===== config.mk =====
export PLATFORM = sky130hd
export DESIGN_NAME = seq_chunk_adder
export DESIGN_NICKNAME = d
export VERILOG_FILES = /design/src/rtl/seq_chunk_adder_pkg.sv /design/src/rtl/seq_chunk_adder_chunk_adder.sv /design/src/rtl/seq_chunk_adder.sv
export SDC_FILE = /design/constraint.sdc
export NUM_CORES = 1
export LEC_CHECK = 0
export CAP_MARGIN = 20
export CORE_ASPECT_RATIO = 1.4
export CORE_MARGIN = 1.5
export CORE_UTILIZATION = 40
export CTS_BUF_LIST = sky130_fd_sc_hd__clkbuf_8
export DETAILED_ROUTE_END_ITERATION = 8
export PLACE_DENSITY = 0.62
export RECOVER_POWER = 50
export SYNTH_ARGS = -nofsm -noshare
export SYNTH_HDL_FRONTEND = slang
export SYNTH_SLANG_ARGS = --single-unit

===== constraint.sdc =====
create_clock -name clk -period 4.5 [get_ports clk]
set_input_delay 0.675 -clock clk [delete_from_list [all_inputs] [get_ports clk]]
set_output_delay 0.675 -clock clk [all_outputs]
set_load 0.01 [all_outputs]

===== src/rtl/seq_chunk_adder_pkg.sv =====
`default_nettype none
// ============================================================================
// Module   : seq_chunk_adder_pkg
// Brief    : Shared types and elaboration helpers for the chunked adder.
// Revision : 1.0 - initial release
// ============================================================================
package seq_chunk_adder_pkg;

    // Operation sequencer states
    typedef enum logic [1:0] {
        IDLE = 2'd0,
        RUN  = 2'd1,
        DONE = 2'd2
    } state_t;

    // Number of CHUNK-bit slices needed to cover WIDTH bits
    function automatic int calc_nchunk(input int width, input int chunk);
        return width / chunk;
    endfunction

    // Width of the chunk index register; never narrower than one bit
    function automatic int calc_idx_w(input int nchunk);
        return (nchunk <= 1) ? 1 : $clog2(nchunk);
    endfunction

endpackage : seq_chunk_adder_pkg
`default_nettype wire


===== src/rtl/seq_chunk_adder_chunk_adder.sv =====
`default_nettype none
// ============================================================================
// Module   : chunk_adder
// Brief    : Combinational CHUNK-bit ripple full adder. Also exposes the carry
//            into its MSB so the caller can derive signed overflow.
// Revision : 1.0 - initial release
// ============================================================================
module chunk_adder #(
    parameter int CHUNK = 4
) (
    input  logic [CHUNK-1:0] i_a,
    input  logic [CHUNK-1:0] i_b,
    input  logic             i_cin,
    output logic [CHUNK-1:0] o_sum,
    output logic             o_cout,
    output logic             o_c_msb
);

    logic [CHUNK:0] w_c;

    // Bit-serial ripple; w_c[i] is the carry into bit i
    always_comb begin
        w_c    = '0;
        o_sum  = '0;
        w_c[0] = i_cin;
        for (int i = 0; i < CHUNK; i++) begin
            o_sum[i]  = i_a[i] ^ i_b[i] ^ w_c[i];
            w_c[i+1]  = (i_a[i] & i_b[i]) | (i_a[i] & w_c[i]) | (i_b[i] & w_c[i]);
        end
    end

    assign o_cout  = w_c[CHUNK];
    assign o_c_msb = w_c[CHUNK-1];

endmodule : chunk_adder
`default_nettype wire


===== src/rtl/seq_chunk_adder.sv =====
`default_nettype none
// ============================================================================
// Module   : seq_chunk_adder
// Brief    : Multi-cycle WIDTH-bit adder/subtractor processing CHUNK bits per
//            clock, with carry-in, carry-out and signed overflow reporting.
//            start/busy/done handshake.
// Revision : 1.0 - initial release
// ============================================================================
module seq_chunk_adder
    import seq_chunk_adder_pkg::*;
#(
    parameter int WIDTH = 20,
    parameter int CHUNK = 4
) (
    input  logic             clk,
    input  logic             rst,
    input  logic             start,
    input  logic             sub,
    input  logic [WIDTH-1:0] a,
    input  logic [WIDTH-1:0] b,
    input  logic             cin,
    output logic             busy,
    output logic             done,
    output logic [WIDTH-1:0] s,
    output logic             cout,
    output logic             ovf
);

    localparam int c_NCHUNK = calc_nchunk(WIDTH, CHUNK);
    localparam int c_IDX_W  = calc_idx_w(c_NCHUNK);
    localparam logic [c_IDX_W-1:0] c_LAST_IDX = c_IDX_W'(c_NCHUNK - 1);

    // Reject geometries that cannot be tiled by whole chunks
    generate
        if ((CHUNK < 1) || (CHUNK > WIDTH) || ((WIDTH % CHUNK) != 0)) begin : g_bad_geometry
            $error("seq_chunk_adder: WIDTH must be a positive multiple of CHUNK");
        end
    endgenerate

    state_t             r_state;
    logic [WIDTH-1:0]   r_a;
    logic [WIDTH-1:0]   r_b;
    logic               r_carry;
    logic [c_IDX_W-1:0] r_idx;
    logic [WIDTH-1:0]   r_s;
    logic               r_cout;
    logic               r_ovf;
    logic               r_busy;
    logic               r_done;

    logic [CHUNK-1:0]   w_a_chunk;
    logic [CHUNK-1:0]   w_b_chunk;
    logic [CHUNK-1:0]   w_sum;
    logic               w_cout;
    logic               w_c_msb;

    assign w_a_chunk = r_a[r_idx*CHUNK +: CHUNK];
    assign w_b_chunk = r_b[r_idx*CHUNK +: CHUNK];

    chunk_adder #(
        .CHUNK (CHUNK)
    ) u_chunk_adder (
        .i_a     (w_a_chunk),
        .i_b     (w_b_chunk),
        .i_cin   (r_carry),
        .o_sum   (w_sum),
        .o_cout  (w_cout),
        .o_c_msb (w_c_msb)
    );

    // Sequencer: latch operands on start, walk chunks LSB-first, then pulse done.
    // Subtraction is folded into the latch: B is inverted and the borrow-in is
    // turned into the +1 of the two's-complement negate (carry = cin ^ sub).
    always_ff @(posedge clk or posedge rst) begin
        if (rst) begin
            r_state <= IDLE;
            r_a     <= '0;
            r_b     <= '0;
            r_carry <= 1'b0;
            r_idx   <= '0;
            r_s     <= '0;
            r_cout  <= 1'b0;
            r_ovf   <= 1'b0;
            r_busy  <= 1'b0;
            r_done  <= 1'b0;
        end else begin
            case (r_state)
                IDLE: begin
                    r_done <= 1'b0;
                    if (start) begin
                        r_a     <= a;
                        r_b     <= sub ? ~b : b;
                        r_carry <= cin ^ sub;
                        r_idx   <= '0;
                        r_busy  <= 1'b1;
                        r_state <= RUN;
                    end
                end
                RUN: begin
                    r_s[r_idx*CHUNK +: CHUNK] <= w_sum;
                    r_carry                   <= w_cout;
                    if (r_idx == c_LAST_IDX) begin
                        r_cout  <= w_cout;
                        r_ovf   <= w_c_msb ^ w_cout;
                        r_busy  <= 1'b0;
                        r_done  <= 1'b1;
                        r_state <= DONE;
                    end else begin
                        r_idx <= r_idx + 1'b1;
                    end
                end
                DONE: begin
                    r_done  <= 1'b0;
                    r_state <= IDLE;
                end
                default: begin
                    r_busy  <= 1'b0;
                    r_done  <= 1'b0;
                    r_state <= IDLE;
                end
            endcase
        end
    end

    assign busy = r_busy;
    assign done = r_done;
    assign s    = r_s;
    assign cout = r_cout;
    assign ovf  = r_ovf;

endmodule : seq_chunk_adder
`default_nettype wire


# Word-level counts from Yosys, hierarchy flattened
# Cells that the tools add are included.
[classes] addsub=2 eq_ne=6 n_shift=4 n_mux=15 bitwise=32 n_reduce_logical=8
[ops] op="$shiftx 20x6->4" count=2
[ops] op="$neg 5->34" count=1
[ops] op="$shift 4x34->20 const A" count=1
[ops] op="$shiftx 4x34->20" count=1
[ops] op="$bwmux 20" count=1
[ops] op="$mux 20" count=1
[ops] op="$not 20->20" count=1
[ops] op="$and 1x1->1" count=12
[ops] op="$xor 1x1->1" count=10
[ops] op="$or 1x1->1" count=8
[ops] op="$reduce_and 2->1" count=4
[ops] op="$mux 3" count=2
[ops] op="$ne 2x2->1 const B" count=3
[ops] op="$pmux 3 s2" count=1
[ops] op="$reduce_and 3->1" count=2
[ops] op="$mux 1" count=5
[ops] op="$mux 2" count=2
[ops] op="$pmux 2 s2" count=1
[ops] op="$add 3x1->3 const B" count=1
[ops] op="$eq 3x3->1 const B" count=1
[ops] op="$pmux 1 s3" count=1
[ops] op="$eq 2x1->1 const B" count=1
[ops] op="$eq 2x2->1 const B" count=1
[ops] op="$logic_not 2->1" count=1
[ops] op="other kinds (3)" count=3
[totals] reg_bits=70 input_bits=45 out_inout_bits=24 word_cells=77

# Logic depth before layout (Yosys ltp)
# Gate-level depths: netlist of run 1.
[logic_depth] ltp_word=14 ltp_mapped=13 depth_no_buf=11

# Cells and area by module
# Synthesis of run 1 repeated with hierarchy kept, for this count alone.
[unflattened] hier_cells=316 hier_area_um2=3708.6
[by_module_without_submodules] module="seq_chunk_adder" instances=1 cells_each=302 area_per_inst_um2=3590.9 seq_area_each_um2=1751.7
[by_module_without_submodules] module="chunk_adder" instances=1 cells_each=14 area_per_inst_um2=117.6 seq_area_each_um2=0.0

# Worst setup path before layout of run 1
# Ideal clock, no wire load.
[synth_path] path_kind="reg2reg" from="register r_idx[0]" to="register r_s[3] (netlist: s[3])" setup_time_ns=0.125 arrival_ns=3.041 required_time_ns=4.375 slack_ns=1.335 path_stages_with_launch=13 n_path_buf=2 period_less_slack_ns=3.165 cell_sequence="dfrtp_1 buf_2 buf_4 inv_1 a22oi_1 o22ai_1 fa_1 inv_1 fa_1 fa_1 inv_1 fa_1 mux2_2"
[synth_between] elab_chain_len=13 elab_cells_between_ends=29 cone_classes="1 x add/sub; 4 x shift; 1 x mux; 23 x bitwise"
[synth_lines] element="start: declaration" line_no="seq_chunk_adder.sv:44" rtl="logic [c_IDX_W-1:0] r_idx;"
[synth_lines] element="start signal: assignment" line_no="seq_chunk_adder.sv:109" rtl="r_idx <= r_idx + 1'b1;"
[synth_lines] element="$shiftx 20x6->4 (on tied branches)" line_no="seq_chunk_adder.sv:57, seq_chunk_adder.sv:58"
[synth_lines] element="$and 1x1->1" line_no="seq_chunk_adder_chunk_adder.sv:28" rtl="w_c[i+1] = (i_a[i] & i_b[i]) | (i_a[i] & w_c[i]) | (i_b[i] & w_c[i]);"
[synth_lines] element="$or 1x1->1 (2 in series)" line_no="seq_chunk_adder_chunk_adder.sv:28"
[synth_lines] element="$and 1x1->1" line_no="seq_chunk_adder_chunk_adder.sv:28"
[synth_lines] element="$or 1x1->1 (2 in series)" line_no="seq_chunk_adder_chunk_adder.sv:28"
[synth_lines] element="$and 1x1->1" line_no="seq_chunk_adder_chunk_adder.sv:28"
[synth_lines] element="$or 1x1->1 (2 in series)" line_no="seq_chunk_adder_chunk_adder.sv:28"
[synth_lines] element="$xor 1x1->1" line_no="seq_chunk_adder_chunk_adder.sv:27" rtl="o_sum[i] = i_a[i] ^ i_b[i] ^ w_c[i];"
[synth_lines] element="$shiftx 4x34->20" line_no="seq_chunk_adder.sv:100" rtl="r_s[r_idx*CHUNK +: CHUNK] <= w_sum;"
[synth_lines] element="$bwmux 20 (*)" line_no="seq_chunk_adder.sv:100"
[synth_lines] element="end signal: indexed assignment" line_no="seq_chunk_adder.sv:100"
[synth_lines] element="end: declaration" line_no="seq_chunk_adder.sv:45" rtl="logic [WIDTH-1:0] r_s;"
# Mark *: on every way between the ends. The rest lies on a longest branch, timed or not.
# A chain may end at the register's enable or synchronous reset.

# Worst setup path in the final report of run 1
[layout_path] from="input start" to="register r_a[15]"
[layout_between] elab_chain_len=1
[layout_lines] element="start: declaration" line_no="seq_chunk_adder.sv:17" rtl="input logic start,"
[layout_lines] element="$reduce_and 2->1 (no line)"
[layout_lines] element="end signal: assignment" line_no="seq_chunk_adder.sv:77" rtl="r_a <= '0;"
[layout_lines] element="end signal: assignment" line_no="seq_chunk_adder.sv:91" rtl="r_a <= a;"
[layout_lines] element="end: declaration" line_no="seq_chunk_adder.sv:41" rtl="logic [WIDTH-1:0] r_a;"
# Every way passes these cells.

==> run_results.csv, run 1 <==
group,metric,value,unit
synthesis,synthFlopType,"dfrtp_1",
sta,skew,7.00,ps
global_routing,grt_overflow,0,
sta,setup_violations,0,
global_routing,grt_usage,16.5,%
worst_setup_path,crit_path_top_delay_cell,"clkbuf_1",
routing,viasPerCell,5.04,
clock_tree,clk_path_buf_depth,2,
finish,final_common_cell,"dfrtp_1",
sta,finalCriticalPeriod,3700,ps
synthesis,synth_nets,361,
power_and_ir_drop,ir_drop,0.347,mV
global_routing,grt_pass1_wl,11500,µm
routing,firstDrtPassIters,4,
finish,syn_to_final_growth,27.8,%
sta,final-hold-violation-count,0,
placed_design,place.gp.congestion,0.777,
placed_design,portBuffers,68,
floorplan,core-area,8560,µm²
clock_tree,htreeDepth,3,
worst_setup_path,path_cells,"dlygate4sd3_1 > nor3b_1 > clkbuf_1 > mux2_2",
floorplan,die_area,9380,µm²
global_routing,grt_start_max_net_pins,66,
finish,layout_common_cells,"70 x dfrtp_1, 51 x clkdlybuf4s50_1, 31 x nor2_1, 31 x mux2_2, 24 x a21oi_1",
worst_setup_path,slowest_delay,2000,ps
hold_path,hold_class,"flip-flop to flip-flop",
finish,antenna_cells,0,
finish,fin_nets,427,
placed_design,post-dp-hpwl,5170,µm
synthesis,synth_cells,305,
synthesis,async_reset_ff_share,100,%
floorplan,die-height,114,µm
routing,drc_errors,0,
floorplan,ioPinCount,69,
flow_run,cap_viol_max_count,3,
worst_setup_path,path_delay_family,"buffers and inverters",
power_and_ir_drop,leakage,1.98,nW
clock_tree,clk_pin_slew,70,ps
worst_setup_path,path_class,"primary input to flip-flop",
finish,layout-drive-gt1-share,14.6,%
clock_tree,cts_setup_buffers,0,
finish,fin_util,52.5,%
worst_setup_path,crit_arrival,3920,ps
synthesis,ys_seq_elements,70,
worst_setup_path,cp_max_fo,65,
synthesis,synth-seq-area-share,49.8,%
status,failed_checks,"capacitance limit, slew limit",
clock_tree,cts.sinks,70,
synthesis,synth_area,3520,µm²
clock_tree,ctsHoldBuffers,0,
routing,dr.first_iter.drc_count,67,
floorplan,start_util,41.1,%
clock_tree,cts_resized,0,
worst_setup_path,crit_buf_inv,2,
sta,fin_tns_setup,0,ps
clock_tree,insertion_delay,350,ps
worst_setup_path,critPathLaunchType,"primary input",
status,status,"finished with violations",
floorplan,fp-row-count,40,
routing,wl_per_cell,14.7,µm
power_and_ir_drop,power_density,738,nW/µm²
synthesis,synth-edff-count,0,
clock_tree,cts-root-buf,"clkbuf_8",
synthesis,yosysUniqueCellTypes,40,
sta,fin_crit_sh,82.2,%
routing,drt_wl_total,7070,µm
routing,vias,2423,
sta,whs,483,ps
sta,slew-limit-headroom,-87.0,%
global_routing,grt_pass1_vias,2424,
floorplan,fp.dieW,82.3,µm
clock_tree,cts_made_buffers,9,
synthesis,synth_warnings,0,
routing,ant_nets,0,
global_routing,antenna_found_initial,0,
worst_setup_path,crit_path_end_kind,"flip-flop",
sta,worst_pin_slew,2810,ps
clock_tree,cts_tree,"done",
worst_setup_path,cp.required,4730,ps
sta,rsz0062_at_grt,"no",
sta,max_clock_freq,270,MHz
synthesis,avgSynthCellArea,11.5,µm²
sta,slew_violations,139,
## state kept, by name, indices dropped and copies added, names as in the netlist, 2 cells and up
name,count
r_idx,3
s,20
r_b,20
r_state,2
r_a,20
## final timing paths
path | end | slack, ps | from | cells past startpoint
worst max-delay path | r_a[15] | 800 | start | 4
worst min-delay path | busy | 480 | busy | 1
worst max register to register | s[3] | 960 | r_idx[0] | 10
worst min register to register | busy | 480 | busy | 1
max in group asynchronous | r_idx[1] | 1130 | rst | 3
min in group asynchronous | r_a[3] | 1260 | rst | 2
## area by class of cell
type | instances | area [µm²]
repair buffers | 72 | 723
multi-input cells | 201 | 1610
inverters | 17 | 63.8
clock buffers | 10 | 138
well taps | 105 | 131
fillers | 780 | 4060
clock inverters | 6 | 77.6
flip-flops and latches | 70 | 1750
## cells in the mapped netlist (7+ instances only)
cell     instances  area (µm²)
a21oi_1         24         120
buf_2           10        50.1
dfrtp_1         70        1750
ha_1             7        87.6
inv_1           17        63.8
mux2_2          31         349
mux2i_1         19         190
nand2_1         14        52.6
nor2_1          31         116
xnor2_1         21         184
## per-layer routing
metal,track usage [%],routed length (µm),up-vias
li1,-,-,1170
met1,20.8,3040,1185
met2,26.7,3640,55
met3,2.72,231,13
met4,8.14,156,0
met5,0,0,-
## where the power goes
group / leakage (nW) / internal [mW] / switching, mW / total (mW)
Clock: 0.119 / 0.321 / 0.230 / 0.551
Sequential: 0.850 / 0.908 / 0.217 / 1.13
Combinational: 1.01 / 0.814 / 0.828 / 1.64
## per-stage QoR
| step | power (mW) | area (µm²) | setup slack [ps] | std cells |
|---|---|---|---|---|
| finish | 3.32 | 4500 | 801 | 481 |
| global route | 3.57 | 4500 | 449 | 481 |
| CTS | 3.38 | 4480 | 934 | 480 |
| detailed placement | 2.82 | 4270 | 951 | 464 |
| global placement | 2.78 | 4270 | 1070 | 464 |
| floorplan | 2.27 | 3520 | 1330 | 305 |
## cell families (layout without fill, tap and decap cells)
logic type / Yosys count / count (layout) / synth area share [%]
simple gates: 73 / 73 / 10.9
flops: 70 / 70 / 49.8
mux: 55 / 55 / 18.1
compound gates: 39 / 39 / 6.33
buf+inv: 34 / 105 / 4.41
xor+xnor: 23 / 23 / 5.73
fa+ha+maj: 11 / 11 / 4.77
Power figures use the tool's default switching activity.
==> inputs of run 2 (changes only) <==
Settings changed: PLACE_DENSITY 0.62 to 0.65.
Clock period 4.5 ns to 3.1 ns, I/O delays scaled along.
==> run 2 against run 1 <==
  * The flow still finishes with violations (capacitance limit, slew limit)
  * Combinational power grew 59%
  * Total power grew 49%
  * Sequential power grew 42%
==> run_results.csv, run 2 (same netlist as run 1, synthesis figures left out) <==
group,metric,value,unit
status,status,"finished with violations",
status,failed_checks,"capacitance limit, slew limit",
routing,firstDrtPassIters,4,
sta,slew_violations,42,
floorplan,core-area,8560,µm²
placed_design,place.gp.congestion,0.832,
worst_setup_path,r2r_cells,10,
power_and_ir_drop,seq_power_share,32.5,%
worst_setup_path,cp.required,3340,ps
worst_setup_path,critPathLaunch,"r_idx[2]",
sta,skew,9.42,ps
sta,slew-limit-headroom,-2.53,%
routing,dr.first_iter.drc_count,87,
worst_setup_path,critPathLaunchType,"flip-flop",
global_routing,grt_overflow,0,
floorplan,ioPinCount,69,
finish,seqCellArea,1750,µm²
flow_run,cap_viol_max_count,1,
sta,max_clock_freq,341,MHz
power_and_ir_drop,combPwrFrac,53.0,%
clock_tree,clk_path_buf_depth,2,
power_and_ir_drop,ir_drop,0.587,mV
worst_setup_path,slowest_delay,470,ps
power_and_ir_drop,switching_share,38.7,%
floorplan,die-height,114,µm
worst_setup_path,path_class,"flip-flop to flip-flop",
routing,viasPerCell,4.96,
finish,fin_nets,442,
finish,antenna_cells,0,
floorplan,start_util,41.1,%
clock_tree,cts_tree,"done",
routing,drt_wl_total,7410,µm
finish,fin_util,53.4,%
finish,stdcell_count,494,
finish,syn_to_final_growth,29.9,%
power_and_ir_drop,clkPwrFrac,14.5,%
routing,wl_per_cell,15.0,µm
hold_path,whs_path_depth,1,
worst_setup_path,crit_path_end_kind,"flip-flop",
floorplan,fp.dieW,82.3,µm
placed_design,post-dp-hpwl,5480,µm
global_routing,grt_usage,17.9,%
floorplan,die_area,9380,µm²
clock_tree,insertion_delay,350,ps
global_routing,grt_start_max_net_pins,66,
clock_tree,cts-root-buf,"clkbuf_8",
routing,wl_met2,3920,µm
sta,worst_pin_slew,1540,ps
sta,fin_crit_sh,94.6,%
worst_setup_path,crit_arrival,3170,ps
sta,rsz0062_at_grt,"no",
floorplan,fp-row-count,40,
clock_tree,clk_pin_slew,70,ps
global_routing,antenna_found_initial,0,
power_and_ir_drop,power_density,1080,nW/µm²
placed_design,dpl.cell_count,477,
routing,wl_met3,262,µm
finish,layout_common_cells,"69 x dfrtp_1, 66 x clkdlybuf4s50_1, 31 x nor2_1, 31 x mux2_2, 24 x a21oi_1",
routing,vias,2448,
worst_setup_path,crit_path_top_delay_cell,"fa_2",
worst_setup_path,path_delay_family,"adder cells",
finish,layout-drive-gt1-share,18.8,%
worst_setup_path,crit_buf_inv,3,
routing,drc_errors,0,
worst_setup_path,worstSetupPathDepth,10,
clock_tree,cts.sinks,70,
sta,setup_violations,0,
finish,multiInputGateArea,1620,µm²
sta,whs,481,ps
power_and_ir_drop,p_int,3.02,mW
routing,maxUsedRoutingLayer,"met4",
placed_design,portBuffers,68,
power_and_ir_drop,p_switching,1.91,mW
clock_tree,cts_made_buffers,9,
power_and_ir_drop,leakage,1.98,nW
hold_path,hold_start,"busy",
sta,final-hold-violation-count,0,
routing,wl_met1,3000,µm
global_routing,grt_pass1_wl,12300,µm
worst_setup_path,path_cells,"buf_4 > nand2b_1 > buf_4 > nor2_1 > a21oi_1 > fa_1 > fa_1 > inv_1 > fa_2 > mux2_2",
worst_setup_path,cp_max_fo,5,
worst_setup_path,r2r-start,"r_idx[2]",
sta,finalCriticalPeriod,2930,ps
clock_tree,htreeDepth,3,
hold_path,hold_class,"flip-flop to flip-flop",
finish,final_common_cell,"dfrtp_1",
finish,nFillCells,760,
routing,ant_nets,0,
sta,fin_tns_setup,0,ps
global_routing,grt_pass1_vias,2524,
==> run 2: changes by cell type in the layout (fill, tap and decap cells not counted), sizes merged <==
cell | previous run | this run
buf | 2 | 15
bufinv | 2 | 0
clkbuf | 12 | 18
clkdlybuf4s50 | 51 | 66
clkinv | 2 | 0
dlygate4sd3 | 17 | 2
inv | 19 | 17
==> run 2: what timing repair did <==
| action | in CTS | in global routing |
|---|---|---|
| gates resized for setup | 0 | 2 |
| hold buffers | 0 | 0 |
| setup endpoints to repair | 0 | 4 |
| buffers inserted | 0 | 3 |
==> run 2: path summary, 6_finish.rpt <==
path / end / slack (ps)
max in group asynchronous: r_b[19] / 710
worst min-delay path: busy / 480
worst max register to register: s[3] / 170
min in group asynchronous: s[0] / 1010
worst min register to register: busy / 480
worst max-delay path: s[3] / 170
==> run 2: layout make-up <==
| cell class | count | share of cell area, % |
|---|---|---|
| clock buffers | 14 | 4.22 |
| inverters | 17 | 1.40 |
| multi-input cells | 201 | 35.5 |
| flip-flops and latches | 70 | 38.4 |
| well taps | 105 | 2.87 |
| repair buffers | 87 | 17.7 |
==> run 2: power groups by stage <==
stage | registers (mW) | logic [mW] | clock network (mW)
after floorplan | 1.56 | 1.74 | 0
after global placement | 1.62 | 2.51 | 0
after detailed placement | 1.63 | 2.56 | 0
after CTS | 1.62 | 2.57 | 0.732
after global routing | 1.65 | 2.87 | 0.773
final | 1.60 | 2.61 | 0.713
==> run 2: per-layer routing <==
metal / vias to the layer above / global-route usage [%]
met4: 0 / 9.94
li1: 1203 / -
met1: 1174 / 20.8
met3: 12 / 4.08
met5: - / 0
met2: 59 / 29.7
==> run 2: stage by stage <==
stage               area (µm²)  power [mW]  worst slack, ps
floorplan                 3520        3.30             24.9
global placement          4380        4.13              156
detailed placement        4380        4.19              127
CTS                       4570        4.92             99.2
global route              4570        5.30             7.53
finish                    4570        4.93              167
